## config.mk

```make
export PLATFORM = sky130hd
export DESIGN_NAME = rtc_bus_sequencer
export DESIGN_NICKNAME = d
export VERILOG_FILES = /design/src/rtl/rtc_bus_pkg.sv /design/src/rtl/rtc_phase_timer.sv /design/src/rtl/rtc_bus_sequencer.sv
export SDC_FILE = /design/constraint.sdc
export NUM_CORES = 1
export LEC_CHECK = 0
export CORE_MARGIN = 4
export CORE_UTILIZATION = 35
export CTS_BUF_LIST = sky130_fd_sc_hd__clkbuf_4
export DETAILED_ROUTE_END_ITERATION = 6
export GPL_ROUTABILITY_DRIVEN = 0
export MAX_ROUTING_LAYER = met4
export SETUP_SLACK_MARGIN = 0.5
export SYNTH_ARGS = -nofsm -noshare
export SYNTH_HDL_FRONTEND = slang
export SYNTH_SLANG_ARGS = --single-unit
```

## constraint.sdc

```tcl
create_clock -name clk -period 1.8 [get_ports clk]
set_clock_uncertainty 0.05 [all_clocks]
set_input_delay 0.27 -clock clk [delete_from_list [all_inputs] [get_ports clk]]
set_output_delay 0.27 -clock clk [all_outputs]
set_load 0.02 [all_outputs]
```

## src/rtl/rtc_bus_pkg.sv

```systemverilog
// rtc_bus_pkg: state encoding, command codes and pin decode shared by the RTC bus sequencer
package rtc_bus_pkg;
    localparam int ST_W = 3;
    // States are numbered in bus order, so the FSM can step by increment and RECOVER wraps to IDLE
    localparam logic [ST_W-1:0] S_IDLE     = 3'd0;
    localparam logic [ST_W-1:0] S_A_SETUP  = 3'd1;
    localparam logic [ST_W-1:0] S_A_STROBE = 3'd2;
    localparam logic [ST_W-1:0] S_A_HOLD   = 3'd3;
    localparam logic [ST_W-1:0] S_D_SETUP  = 3'd4;
    localparam logic [ST_W-1:0] S_D_STROBE = 3'd5;
    localparam logic [ST_W-1:0] S_D_HOLD   = 3'd6;
    localparam logic [ST_W-1:0] S_RECOVER  = 3'd7;
    localparam logic [1:0] CMD_READ  = 2'b01;
    localparam logic [1:0] CMD_WRITE = 2'b10;
    typedef struct packed {
        logic cs_n;
        logic ad_sel;
        logic ale;
        logic wr_n;
        logic rd_n;
        logic ad_oe;
    } pins_t;
    localparam pins_t PINS_IDLE = '{cs_n: 1'b1, ad_sel: 1'b0, ale: 1'b0, wr_n: 1'b1, rd_n: 1'b1, ad_oe: 1'b0};
    // Control pin levels for a given state and transaction direction
    function automatic pins_t pins_for(input logic [ST_W-1:0] st, input logic rd);
        pins_t p;
        p.cs_n   = st == S_IDLE || st == S_RECOVER;
        p.ad_sel = st inside {S_D_SETUP, S_D_STROBE, S_D_HOLD};
        p.ale    = st == S_A_STROBE;
        p.wr_n   = !(st == S_D_STROBE && !rd);
        p.rd_n   = !(st == S_D_STROBE && rd);
        p.ad_oe  = (st inside {S_A_SETUP, S_A_STROBE, S_A_HOLD}) || (p.ad_sel && !rd);
        return p;
    endfunction
endpackage

```

## src/rtl/rtc_phase_timer.sv

```systemverilog
// rtc_phase_timer: reloadable down-counter flagging the last cycle of a bus phase
module rtc_phase_timer #(
    parameter int PHASE_CYC = 4
) (
    input  logic clk,
    input  logic reset,
    input  logic load,
    output logic expired
);
    localparam int CW = $clog2(PHASE_CYC + 1);
    localparam logic [CW-1:0] RELOAD = CW'(PHASE_CYC - 1);
    logic [CW-1:0] cnt_q, cnt_d;
    // Reload on phase entry, otherwise count down and rest at zero
    always_comb begin
        cnt_d = load ? RELOAD : (cnt_q != '0 ? cnt_q - CW'(1) : cnt_q);
    end
    // Counter register
    always_ff @(posedge clk) begin
        if (reset) cnt_q <= '0;
        else       cnt_q <= cnt_d;
    end
    assign expired = cnt_q == '0;
endmodule

```

## src/rtl/rtc_bus_sequencer.sv

```systemverilog
// rtc_bus_sequencer: runs one read/write on the RTC multiplexed AD bus with fixed phase timing
module rtc_bus_sequencer
    import rtc_bus_pkg::*;
#(
    parameter int DATA_W    = 8,
    parameter int PHASE_CYC = 4
) (
    input  logic              clk,
    input  logic              reset,
    input  logic [1:0]        cmd,
    input  logic              start,
    input  logic [DATA_W-1:0] addr,
    input  logic [DATA_W-1:0] wdata,
    output logic              ready,
    output logic              done,
    output logic [DATA_W-1:0] rdata,
    output logic              cs_n,
    output logic              ad_sel,
    output logic              ale,
    output logic              wr_n,
    output logic              rd_n,
    output logic [DATA_W-1:0] ad_out,
    output logic              ad_oe,
    input  logic [DATA_W-1:0] ad_in
);
    logic [ST_W-1:0]   state_q, state_d;
    logic              is_rd_q, is_rd_d;
    logic [DATA_W-1:0] addr_q, addr_d, wdata_q, wdata_d, rdata_q, rdata_d, ad_out_q, ad_out_d;
    logic              done_q, done_d, ready_q, ready_d;
    pins_t             pins_q, pins_d;
    logic              expired, accept, a_ph, d_ph;
    // The timer reloads while idle and at every phase boundary, so each state lasts PHASE_CYC cycles
    rtc_phase_timer #(.PHASE_CYC(PHASE_CYC)) u_timer (
        .clk     (clk),
        .reset   (reset),
        .load    (state_q == S_IDLE || expired),
        .expired (expired)
    );
    // Next state, captures and pin values; pins are decoded from the next state so the
    // registered outputs line up with the state they belong to
    always_comb begin
        accept   = state_q == S_IDLE && start && (cmd == CMD_READ || cmd == CMD_WRITE);
        state_d  = accept ? S_A_SETUP : (state_q != S_IDLE && expired) ? state_q + 3'd1 : state_q;
        is_rd_d  = accept ? cmd == CMD_READ : is_rd_q;
        addr_d   = accept ? addr : addr_q;
        wdata_d  = accept ? wdata : wdata_q;
        rdata_d  = (state_q == S_D_STROBE && expired && is_rd_q) ? ad_in : rdata_q;
        done_d   = state_q == S_RECOVER && expired;
        ready_d  = state_d == S_IDLE;
        pins_d   = pins_for(state_d, is_rd_d);
        a_ph     = state_d inside {S_A_SETUP, S_A_STROBE, S_A_HOLD};
        d_ph     = state_d inside {S_D_SETUP, S_D_STROBE, S_D_HOLD};
        ad_out_d = a_ph ? addr_d : (d_ph && !is_rd_d) ? wdata_d : '0;
    end
    // State, capture and pin registers
    always_ff @(posedge clk) begin
        if (reset) begin
            state_q  <= S_IDLE;
            is_rd_q  <= 1'b0;
            addr_q   <= '0;
            wdata_q  <= '0;
            rdata_q  <= '0;
            done_q   <= 1'b0;
            ready_q  <= 1'b1;
            pins_q   <= PINS_IDLE;
            ad_out_q <= '0;
        end else begin
            state_q  <= state_d;
            is_rd_q  <= is_rd_d;
            addr_q   <= addr_d;
            wdata_q  <= wdata_d;
            rdata_q  <= rdata_d;
            done_q   <= done_d;
            ready_q  <= ready_d;
            pins_q   <= pins_d;
            ad_out_q <= ad_out_d;
        end
    end
    assign ready  = ready_q;
    assign done   = done_q;
    assign rdata  = rdata_q;
    assign cs_n   = pins_q.cs_n;
    assign ad_sel = pins_q.ad_sel;
    assign ale    = pins_q.ale;
    assign wr_n   = pins_q.wr_n;
    assign rd_n   = pins_q.rd_n;
    assign ad_oe  = pins_q.ad_oe;
    assign ad_out = ad_out_q;
endmodule

```

**After elaboration in Yosys (flattened, before gate mapping)**

Cells that the tools add are included.

- Bits in registers: 47
- Output and inout bits: 24
- Logic and storage cells: 63

- Add/subtract/negate cells: 2
- Equal/unequal tests: 11
- Multiplexer cells: 9
- Reductions and logical operators: 25

Operators by type and width:

| cell | number |
|---|---|
| $mux W8 | 4 |
| $eq A3 B3 Y1 const B | 6 |
| $reduce_bool A3 Y1 | 4 |
| $logic_and A1 B1 Y1 | 9 |
| $logic_not A3 Y1 | 3 |
| $eq A3 B2 Y1 const B | 2 |
| $mux W3 | 2 |
| $logic_or A1 B1 Y1 | 4 |
| $mux W2 | 2 |
| $add A3 B1 Y3 const B | 1 |
| $eq A3 B1 Y1 const B | 1 |
| $logic_not A1 Y1 | 3 |
| $sub A3 B1 Y3 const B | 1 |
| $eq A2 B1 Y1 const B | 1 |
| $eq A2 B2 Y1 const B | 1 |
| $reduce_bool A2 Y1 | 1 |
| $reduce_or A2 Y1 | 1 |
| $mux W1 | 1 |

**Depth between registers and ports, before layout**

Gate-level depths: netlist (run 1).

- Depth in word-level cells: 9
- Mapped depth: 9
- Depth with buffers taken out: 7

**Modules after synthesis**

Synthesis (run 1) repeated with hierarchy kept, for this count alone.

- Cells, all modules: 199
- Area total of the unflattened synthesis: 1,809.2 sq um

Modules (own cells, without submodules):

| module | times used | cells each | area each (sq um) |
|---|---|---|---|
| rtc_bus_sequencer | 1 | 181 | 1,634.1 |
| rtc_phase_timer | 1 | 18 | 175.2 |

**Worst setup path before layout (run 1)**

Ideal clock, no wire load.

- Path type: reg-to-reg
- From: register state_q[0]
- To: register ad_out_q[4] (netlist: ad_out[4])
- Setup time: 0.117 ns
- Data arrival time: 1.700 ns
- Setup slack: -0.067 ns
- Stages on the path, launching flop included: 9
- Cell sequence: dfxtp_1 > inv_1 > ha_1 > nor2b_4 > nor3_1 > a22oi_1 > o21a_1 > buf_2 > a22o_1

- Word-level cells in the longest chain between the ends: 9
- Elaborated cells on any way between the ends: 23
- Those cells by class: 1 x add/sub; 6 x eq/ne; 7 x mux; 9 x reduce/logical

RTL lines:

| element | line | source |
|---|---|---|
| start, declared | rtc_bus_sequencer.sv:26 | `logic [ST_W-1:0] state_q, state_d;` |
| start signal, assigned | rtc_bus_sequencer.sv:68 | `state_q <= state_d;` |
| branches (longest 8 deep; another with $add A3 B1 Y3) | -- |  |
| $mux W8 (*) | rtc_bus_sequencer.sv:53 | `ad_out_d = a_ph ? addr_d : (d_ph && !is_rd_d) ? wdata_d : '0;` |
| end signal, assigned | rtc_bus_sequencer.sv:76 | `ad_out_q <= ad_out_d;` |
| end, declared | rtc_bus_sequencer.sv:28 | `logic [DATA_W-1:0] addr_q, addr_d, wdata_q, wdata_d, rdata_q, rdata_d, ad_out_q, ad_out_d;` |

Every way passes the cells marked *.
A chain may end at the register's enable or synchronous reset.

**Worst setup path after layout (run 1)**

- From: register state_q[0]
- To: register ad_out_q[1] (netlist: ad_out[1])

The elaborated chain is that of the path after synthesis.

==> results, run 1 <==
- The nature of the critical path endpoint is a flip-flop.
- In the detailed route, the total length drawn on met2 is 2030 µm.
- The iteration-0 DRC count of the detailed router is 43.
- The count of boundary I/O pins is 53.
- The cell count after synthesis came out at 186.
- The HPWL after detailed placement is 3280 µm.
- Dividing the detail-routed wire length by the instance count gives ~13 µm.
- The cell area after synthesis is 0.00183 mm².
- The net count of the finished layout is roughly 310.
- STA puts the critical path data required time at roughly 2.1 ns.
- The critical path is of the flip-flop to flip-flop type.
- Entering global routing, the biggest net connects 15 pins.
- Including well taps, the total number of placed cells is 330.
- For this run, the number of Yosys warnings is 0.
- At the placement stage, the worst setup path has a slack of -0.361 ns.
- The primary flip-flop cell chosen by synthesis mapping is sky130_fd_sc_hd__dfxtp_1.
- The largest fanout on the critical path is 4.
- The slack of the critical path is -0.0412 ns.
- The number of antenna violations at the first check in global routing came to 0.
- The post-detailed-route via-to-cell ratio is around 4.6.
- Setup repair after global routing could not meet its margin everywhere.
- Once placement finished, the instance area stood at 0.00270 mm².
- The fraction of the cycle the final worst path needs is 1.02.
- The top cell types in the final layout, fill and taps aside, are sky130_fd_sc_hd__dfxtp_1 (43), sky130_fd_sc_hd__nand2_1 (34), sky130_fd_sc_hd__clkdlybuf4s50_1 (28), sky130_fd_sc_hd__buf_4 (26), sky130_fd_sc_hd__buf_2 (24).
- The die width is 80.3 µm.
- The count of nets left with antenna violations once routing finished came out at 0.
- The number of clock buffers added by TritonCTS is 5.
- The cell leakage power is 1.25 nW.
- The total clock sinks is between 40 and 50.
- During placement, the flow inserted port buffers numbering 52.
- After detailed routing, the total wire length is 4410 µm.
- In the detailed route, the total length drawn on met3 is around 270 µm.
- When the netlist entered floorplanning its net count stood at 222.
- In the synthesized netlist the async set-or-reset flop fraction comes to 0.
- The final instance area is 0.00284 mm².
- The non-filler instance count after layout is 343.
- The remaining max-slew budget at the tightest pin is 0.795.
- The clock transition at the registers of the reported paths is 0.14 ns.
- The floorplan step defined a die boundary enclosing 0.00646 mm².
- Setup violations remaining at the end of the flow were counted as 8.
- The initial standard-cell utilization of the core is 0.361.
- Each instance of the synthesized netlist takes up on average 9.85 µm².
- The worst vdd rail ir drop is 496 µV.
- The fmax is 0.543 GHz.
- Counting flops and latches in the post-synthesis netlist gives between 40 and 50.
- The slew of the pin with the lowest slew margin is 0.308 ns.
- The total of max-cap violations is 0.
- The part of the Yosys area used for sequential elements is 0.514.
- The minimum hold slack is 0.371 ns.
- The H-tree was split into 2 levels.
- The path category of the worst min-delay check is flip-flop to flip-flop.
- The wire length of the first global-routing pass is 7380 µm.
- For this run, the total global-route usage over all layers was measured as 0.153.
- Sorting the synthesized cells by area gives the leading types as sky130_fd_sc_hd__dfxtp_1 (51%), sky130_fd_sc_hd__nand2_1 (7.4%), sky130_fd_sc_hd__mux2i_1 (6.0%).
- The number of detailed-route iterations in the first pass is 4.
- The TritonCTS clock tree is yes.
- The routed metal-1 wirelength is 2030 µm.
- Global routing finished with a remaining overflow of 0.
- The number of standard-cell rows in the floorplan is 26.
- The type of origin of the critical path is a flip-flop.
- The final count of pins violating max slew is 0.
- The ratio of total power to cell area is roughly 840 mW/mm².
- The number of failing hold endpoints at the final stage came to 0.
- In this run the clock root is driven by a sky130_fd_sc_hd__clkbuf_4.
- The area growth from synthesis to layout is 55.0%.
- The via count of the first global-routing pass was between 1500 and 2000.
- The top layer used by detailed routing is met4.
- The synthesized design contains 0 enable-type register cells.
- The number of DRC violations after detailed routing is 0.
- The vertical extent of the die is 80.3 µm.
- No sink is reached through more buffers than the 2 on the longest clock path.
- Counting cells, the worst reg-to-reg path comes to 8.
- The run finished, with violations left.
- The clock latency on the worst-skew pair is 0.36 ns.
- The final reports fail on setup timing.
- The fraction of final layout cells sized beyond drive strength 1 is 0.429.
- The most frequent standard cell in the layout excluding fill and tap cells is sky130_fd_sc_hd__dfxtp_1.
- The clock period minus worst slack is roughly 1.8 ns.
- Of the post-synthesis cell area, the dominant cell type holds 0.514.
- The total number of vias is 1588.
- The core region is 0.00507 mm².
- The power consumption is ~2.4 mW.
- The number of diodes is 0.
- The dominant cell type by area after synthesis is sky130_fd_sc_hd__dfxtp_1.
- Counting instances, the worst hold path has a depth of 1.
- The data arrival time of the critical path is 2.10 ns.
- Synthesis instantiated 33 different standard cells from the library.
- The hold buffer count at CTS is 0.
## layout make-up
type / count / area (µm²)
Sequential cell: 47 / 948
Tap cell: 70 / 87.6
Fill cell: 508 / 2240
Inverter: 7 / 28.8
Multi-Input combinational cell: 124 / 982
Timing Repair Buffer: 88 / 717
Clock buffer: 5 / 37.5
Clock inverter: 2 / 37.5
## per-layer routing
layer	global-route usage	up-vias
met5	-	-
met4	0.0608	0
li1	-	810
met3	0.0448	8
met1	0.189	726
met2	0.235	44
## synthesized netlist by cell type, drive strengths merged, types with 2 or more instances
library cell   n
a22o           8
nand2b         2
dfxtp         47
and3           2
a21boi         2
ha             7
o21ai          2
mux2i         11
nor2          15
inv            7
a22oi          2
a21oi         19
nor2b          2
buf            7
nor3           4
nand2         36
nor3b          3
## cell families (layout without fill, tap and decap cells)
group	count (synthesis)	after routing	share of synthesized area
adders and majority gates	7	7	0.0478
AOI/OAI and AO/OA	37	37	0.145
muxes	12	12	0.0683
DFF	47	47	0.514
buffers and inverters	15	102	0.0389
and+or+nand+nor	68	68	0.186
## state kept, by name, summed over array words and instances, names as in the netlist
register,cells
ad_out,8
done,1
cs_n,1
addr_q,8
u_timer.cnt_q,3
rd_n,1
wdata_q,8
is_rd_q,1
ale,1
rdata,8
state_q,3
ad_oe,1
ready,1
ad_sel,1
wr_n,1
## metrics by stage
| step | setup TNS, ns | util |
|---|---|---|
| after global placement | -7.64 | 0.531 |
| after detailed placement | -7.69 | 0.531 |
| after floorplan | 0 | - |
| final | -0.287 | 0.559 |
| after global routing | -1.05 | 0.559 |
| after CTS | -0.000415 | 0.566 |
## critical path, cell delays in order, from the launching register on
cell and delay (ns):
sky130_fd_sc_hd__dfxtp_4 0.39, sky130_fd_sc_hd__inv_4 0.06, sky130_fd_sc_hd__ha_4 0.14, sky130_fd_sc_hd__nor2b_4 0.23
sky130_fd_sc_hd__nand3b_4 0.11, sky130_fd_sc_hd__mux2_4 0.33, sky130_fd_sc_hd__nor3b_4 0.23, sky130_fd_sc_hd__buf_6 0.15
sky130_fd_sc_hd__a22o_1 0.12
## power by group
group / total (mW) / switching [mW] / internal, mW
Clock: 0.617 / 0.332 / 0.285
Combinational: 0.637 / 0.308 / 0.329
Sequential: 1.13 / 0.0255 / 1.11
## final timing paths
path,slack (ns),from,endpoint
worst min-delay path,0.37,u_timer.cnt_q[0]$_SDFFE_PP0P_,u_timer.cnt_q[0]$_SDFFE_PP0P_
worst max register to register,-0.04,state_q[0]$_SDFF_PP0_,ad_out[1]$_SDFF_PP0_
worst min register to register,0.37,u_timer.cnt_q[0]$_SDFFE_PP0P_,u_timer.cnt_q[0]$_SDFFE_PP0P_
worst max-delay path,-0.04,state_q[0]$_SDFF_PP0_,ad_out[1]$_SDFF_PP0_
## what timing repair did
item / 4_1_cts / 5_1_grt
pin swaps: 16 / 7
buffers inserted: 4 / 2
resized for setup: 104 / 27
hold endpoints to repair: 0 / 0
gates cloned: 0 / 0
endpoints found under the setup margin: 69 / 60
(Power assumes the default switching activity.)
==> run 2, diff against run 1 <==
CTS_BUF_LIST = sky130_fd_sc_hd__clkbuf_2   (was sky130_fd_sc_hd__clkbuf_4)
==> results, run 2 (synthesis results as in run 1) <==
- For this run, the total global-route usage over all layers was measured as 0.151.
- Setup violations remaining at the end of the flow were counted as 9.
- TritonCTS built the clock tree.
- Relative to the synthesized area, the layout overhead comes to 66.9%.
- The largest fanout on the critical path is 4.
- The placed wire-length estimate after detailed placement is 3280 µm.
- The slack of the critical path is -0.0573 ns.
- At the end of the flow, the number of nets in the layout was 314.
- The path depth of the worst reg2reg path is 9.
- The area used by sequential logic in the layout is 977 µm².
- The nature of the critical path endpoint is a flip-flop.
- In the layout the commonest cells are sky130_fd_sc_hd__buf_6 (35), sky130_fd_sc_hd__nand2_1 (34), sky130_fd_sc_hd__clkdlybuf4s50_1 (28), sky130_fd_sc_hd__buf_4 (28), sky130_fd_sc_hd__dfxtp_2 (26).
- The number of DRC violations after detailed routing is 0.
- The maximum count of clock buffers along a single path is 2.
- The placeable core region is 0.00507 mm².
- The fraction of the cycle the final worst path needs is 1.03.
- The post-detailed-route wirelength per cell is 12.9 µm.
- The setup TNS is -0.361 ns.
- The number of antenna violations at the first check in global routing was 0.
- The worst setup path is launched from a flip-flop.
- The setup path with the least slack is of type flip-flop to flip-flop.
- In this run the clock root is driven by a sky130_fd_sc_hd__clkbuf_2.
- The clock period minus worst slack is 1.86 ns.
- The hold buffer count at CTS is 0.
- The sink of the worst hold path is addr_q[6]$_SDFF_PP0_.
- For the worst setup path, the data required time is 2.08 ns.
- The total of max-cap violations is 0.
- The clock net in this run drives a total of 47 sinks.
- Leaving out fill and tap cells, the most frequent cell in the layout is sky130_fd_sc_hd__buf_6.
- Of the cells placed in the final design, the portion with a size suffix greater than 1 is 0.518.
- In the routed layout, each cell is associated on average with a via count of 4.52.
- The worst hold path belongs to the class input port to flip-flop.
- The total of fill cells in the finished design is 464.
- In this run the critical register-to-register path is captured at ad_out[4]$_SDFF_PP0_.
- The total die area is 0.00646 mm².
- Row generation in the floorplan step produced 26 rows.
- Summing over every cut layer, the via total after detailed routing is ~1600.
- For this run, the top clock speed supported by timing is 0.538 GHz.
- The busiest metal layer after global routing is met2.
- In the global route stage, met3 resource usage came out at 0.0415.
- The leftover overflow at the end of global routing is 0.
- The die is 80.3 µm wide.
- The count of nets left with antenna violations after detail routing is 0.
- The number of detailed-route iterations in the first pass is 4.
- The number of H-tree levels is 2.
- The first global-routing pass estimated 7230 µm of wire.
- In this run the most critical hold path is launched from addr[6].
- The setup check on the worst reg-to-reg path leaves a slack of -0.06 ns.
- The number of I/O port buffers is 52.
- The area of combinational cells with multiple inputs is 986 µm².
- In this run the count of I/O pins placed on the die edge is 53.
- The fraction of met1 tracks used by global routing is 0.190.
- The number of buffers created by CTS is 5.
- The clock latency on the worst-skew pair is 0.42 ns.
- In the global route stage, met2 resource usage came out at 0.228.
- The worst vdd rail ir drop is 456 µV.
- For the pin with the worst max-slew slack, the measured transition is 0.348 ns.
- The worst hold path passes through 3 cells.
- The final reports fail on setup timing.
- Setup repair after global routing could not meet its margin everywhere.
- The final count of pins violating max slew came to 0.
- The iteration-0 DRC count of the detailed router is 82.
- The clock transition at the registers of the reported paths is 0.24 ns.
- On the final layout, the worst hold slack is ~0.34 ns.
- STA puts the critical path data arrival time at 2.14 ns.
- For this run, the share of the core covered by cells in the final layout is 0.603.
- For this design the static power due to leakage is between 1 and 1.5 nW.
- Entering global routing, the biggest net connects 15 pins.
- The flow ran to the end, but the final reports show violations.
- The detailed-route wire length is 4480 µm.
- The worst pin sits at a relative slew slack of 0.767.
- Power spread over the standard cell area amounts to ~790 mW/mm².
- The initial standard-cell utilization of the core is 0.361.
- The vertical extent of the die is between 80 and 90 µm.
- The via count of the first global-routing pass is 1564.
- The number of failing hold endpoints at the final stage is 0.
- The repair_antennas step left the layout with diodes totalling 0.
- The startpoint of the worst register-to-register path is state_q[1]$_SDFF_PP0_.
## run 2: cell type report
cell class              instances  share of cell area
well taps                      70              0.0286
clock inverters                 2              0.0123
flip-flops and latches         47               0.320
inverters                       7             0.00941
multi-input cells             124               0.322
repair buffers                 93               0.300
clock buffers                   5             0.00818
## run 2: metrics by stage
| step | cell area (µm²) | total power [mW] | setup WS, ns | instances |
|---|---|---|---|---|
| after floorplan | 1900 | 1.47 | 0.0630 | 186 |
| after global placement | 2700 | 1.73 | -0.359 | 330 |
| after detailed placement | 2700 | 1.73 | -0.361 | 330 |
| after CTS | 2780 | 2.32 | -0.0267 | 341 |
| after global routing | 3060 | 2.55 | -0.144 | 348 |
| final | 3060 | 2.40 | -0.0573 | 348 |
## run 2: how the worst max path moves through the flow
| stage | end | cells past startpoint | slack, ns | startpoint |
|---|---|---|---|---|
| after floorplan | ad_out[0]$_SDFF_PP0_ | 7 | 0.06 | state_q[0]$_SDFF_PP0_ |
| after global placement | ad_out[6]$_SDFF_PP0_ | 9 | -0.36 | cmd[1] |
| after detailed placement | ad_out[2]$_SDFF_PP0_ | 9 | -0.36 | cmd[1] |
| after CTS | ad_out[1]$_SDFF_PP0_ | 8 | -0.03 | state_q[0]$_SDFF_PP0_ |
| after global routing | ad_out[1]$_SDFF_PP0_ | 9 | -0.14 | state_q[1]$_SDFF_PP0_ |
| final | ad_out[4]$_SDFF_PP0_ | 9 | -0.06 | state_q[1]$_SDFF_PP0_ |
## run 2: per-layer routing
| metal | vias up | wire length (µm) |
|---|---|---|
| met5 | - | 0 |
| met4 | 0 | 71 |
| met3 | 5 | 280 |
| met2 | 47 | 2110 |
| met1 | 702 | 2020 |
| li1 | 818 | - |
## run 2: where the power goes
part           total [mW]  internal, mW  switching [mW]
sequential           1.14          1.11          0.0316
clock               0.558         0.226           0.331
combinational       0.700         0.382           0.318
total                2.40          1.72           0.681
## run 2: timing repair
action,CTS,global route
setup endpoints to repair,69,69
buffers inserted,4,7
cloned,0,0
resized for setup,126,77
pin swaps,13,9
## run 2: worst max-delay path, cell delays in order, from the launching register on
cell,delay (ns)
sky130_fd_sc_hd__dfxtp_2,0.41
sky130_fd_sc_hd__inv_2,0.06
sky130_fd_sc_hd__ha_4,0.16
sky130_fd_sc_hd__nor2b_4,0.14
sky130_fd_sc_hd__buf_6,0.12
sky130_fd_sc_hd__nor3_4,0.17
sky130_fd_sc_hd__a22oi_1,0.10
sky130_fd_sc_hd__o21a_1,0.21
sky130_fd_sc_hd__buf_4,0.15
sky130_fd_sc_hd__a22o_1,0.20
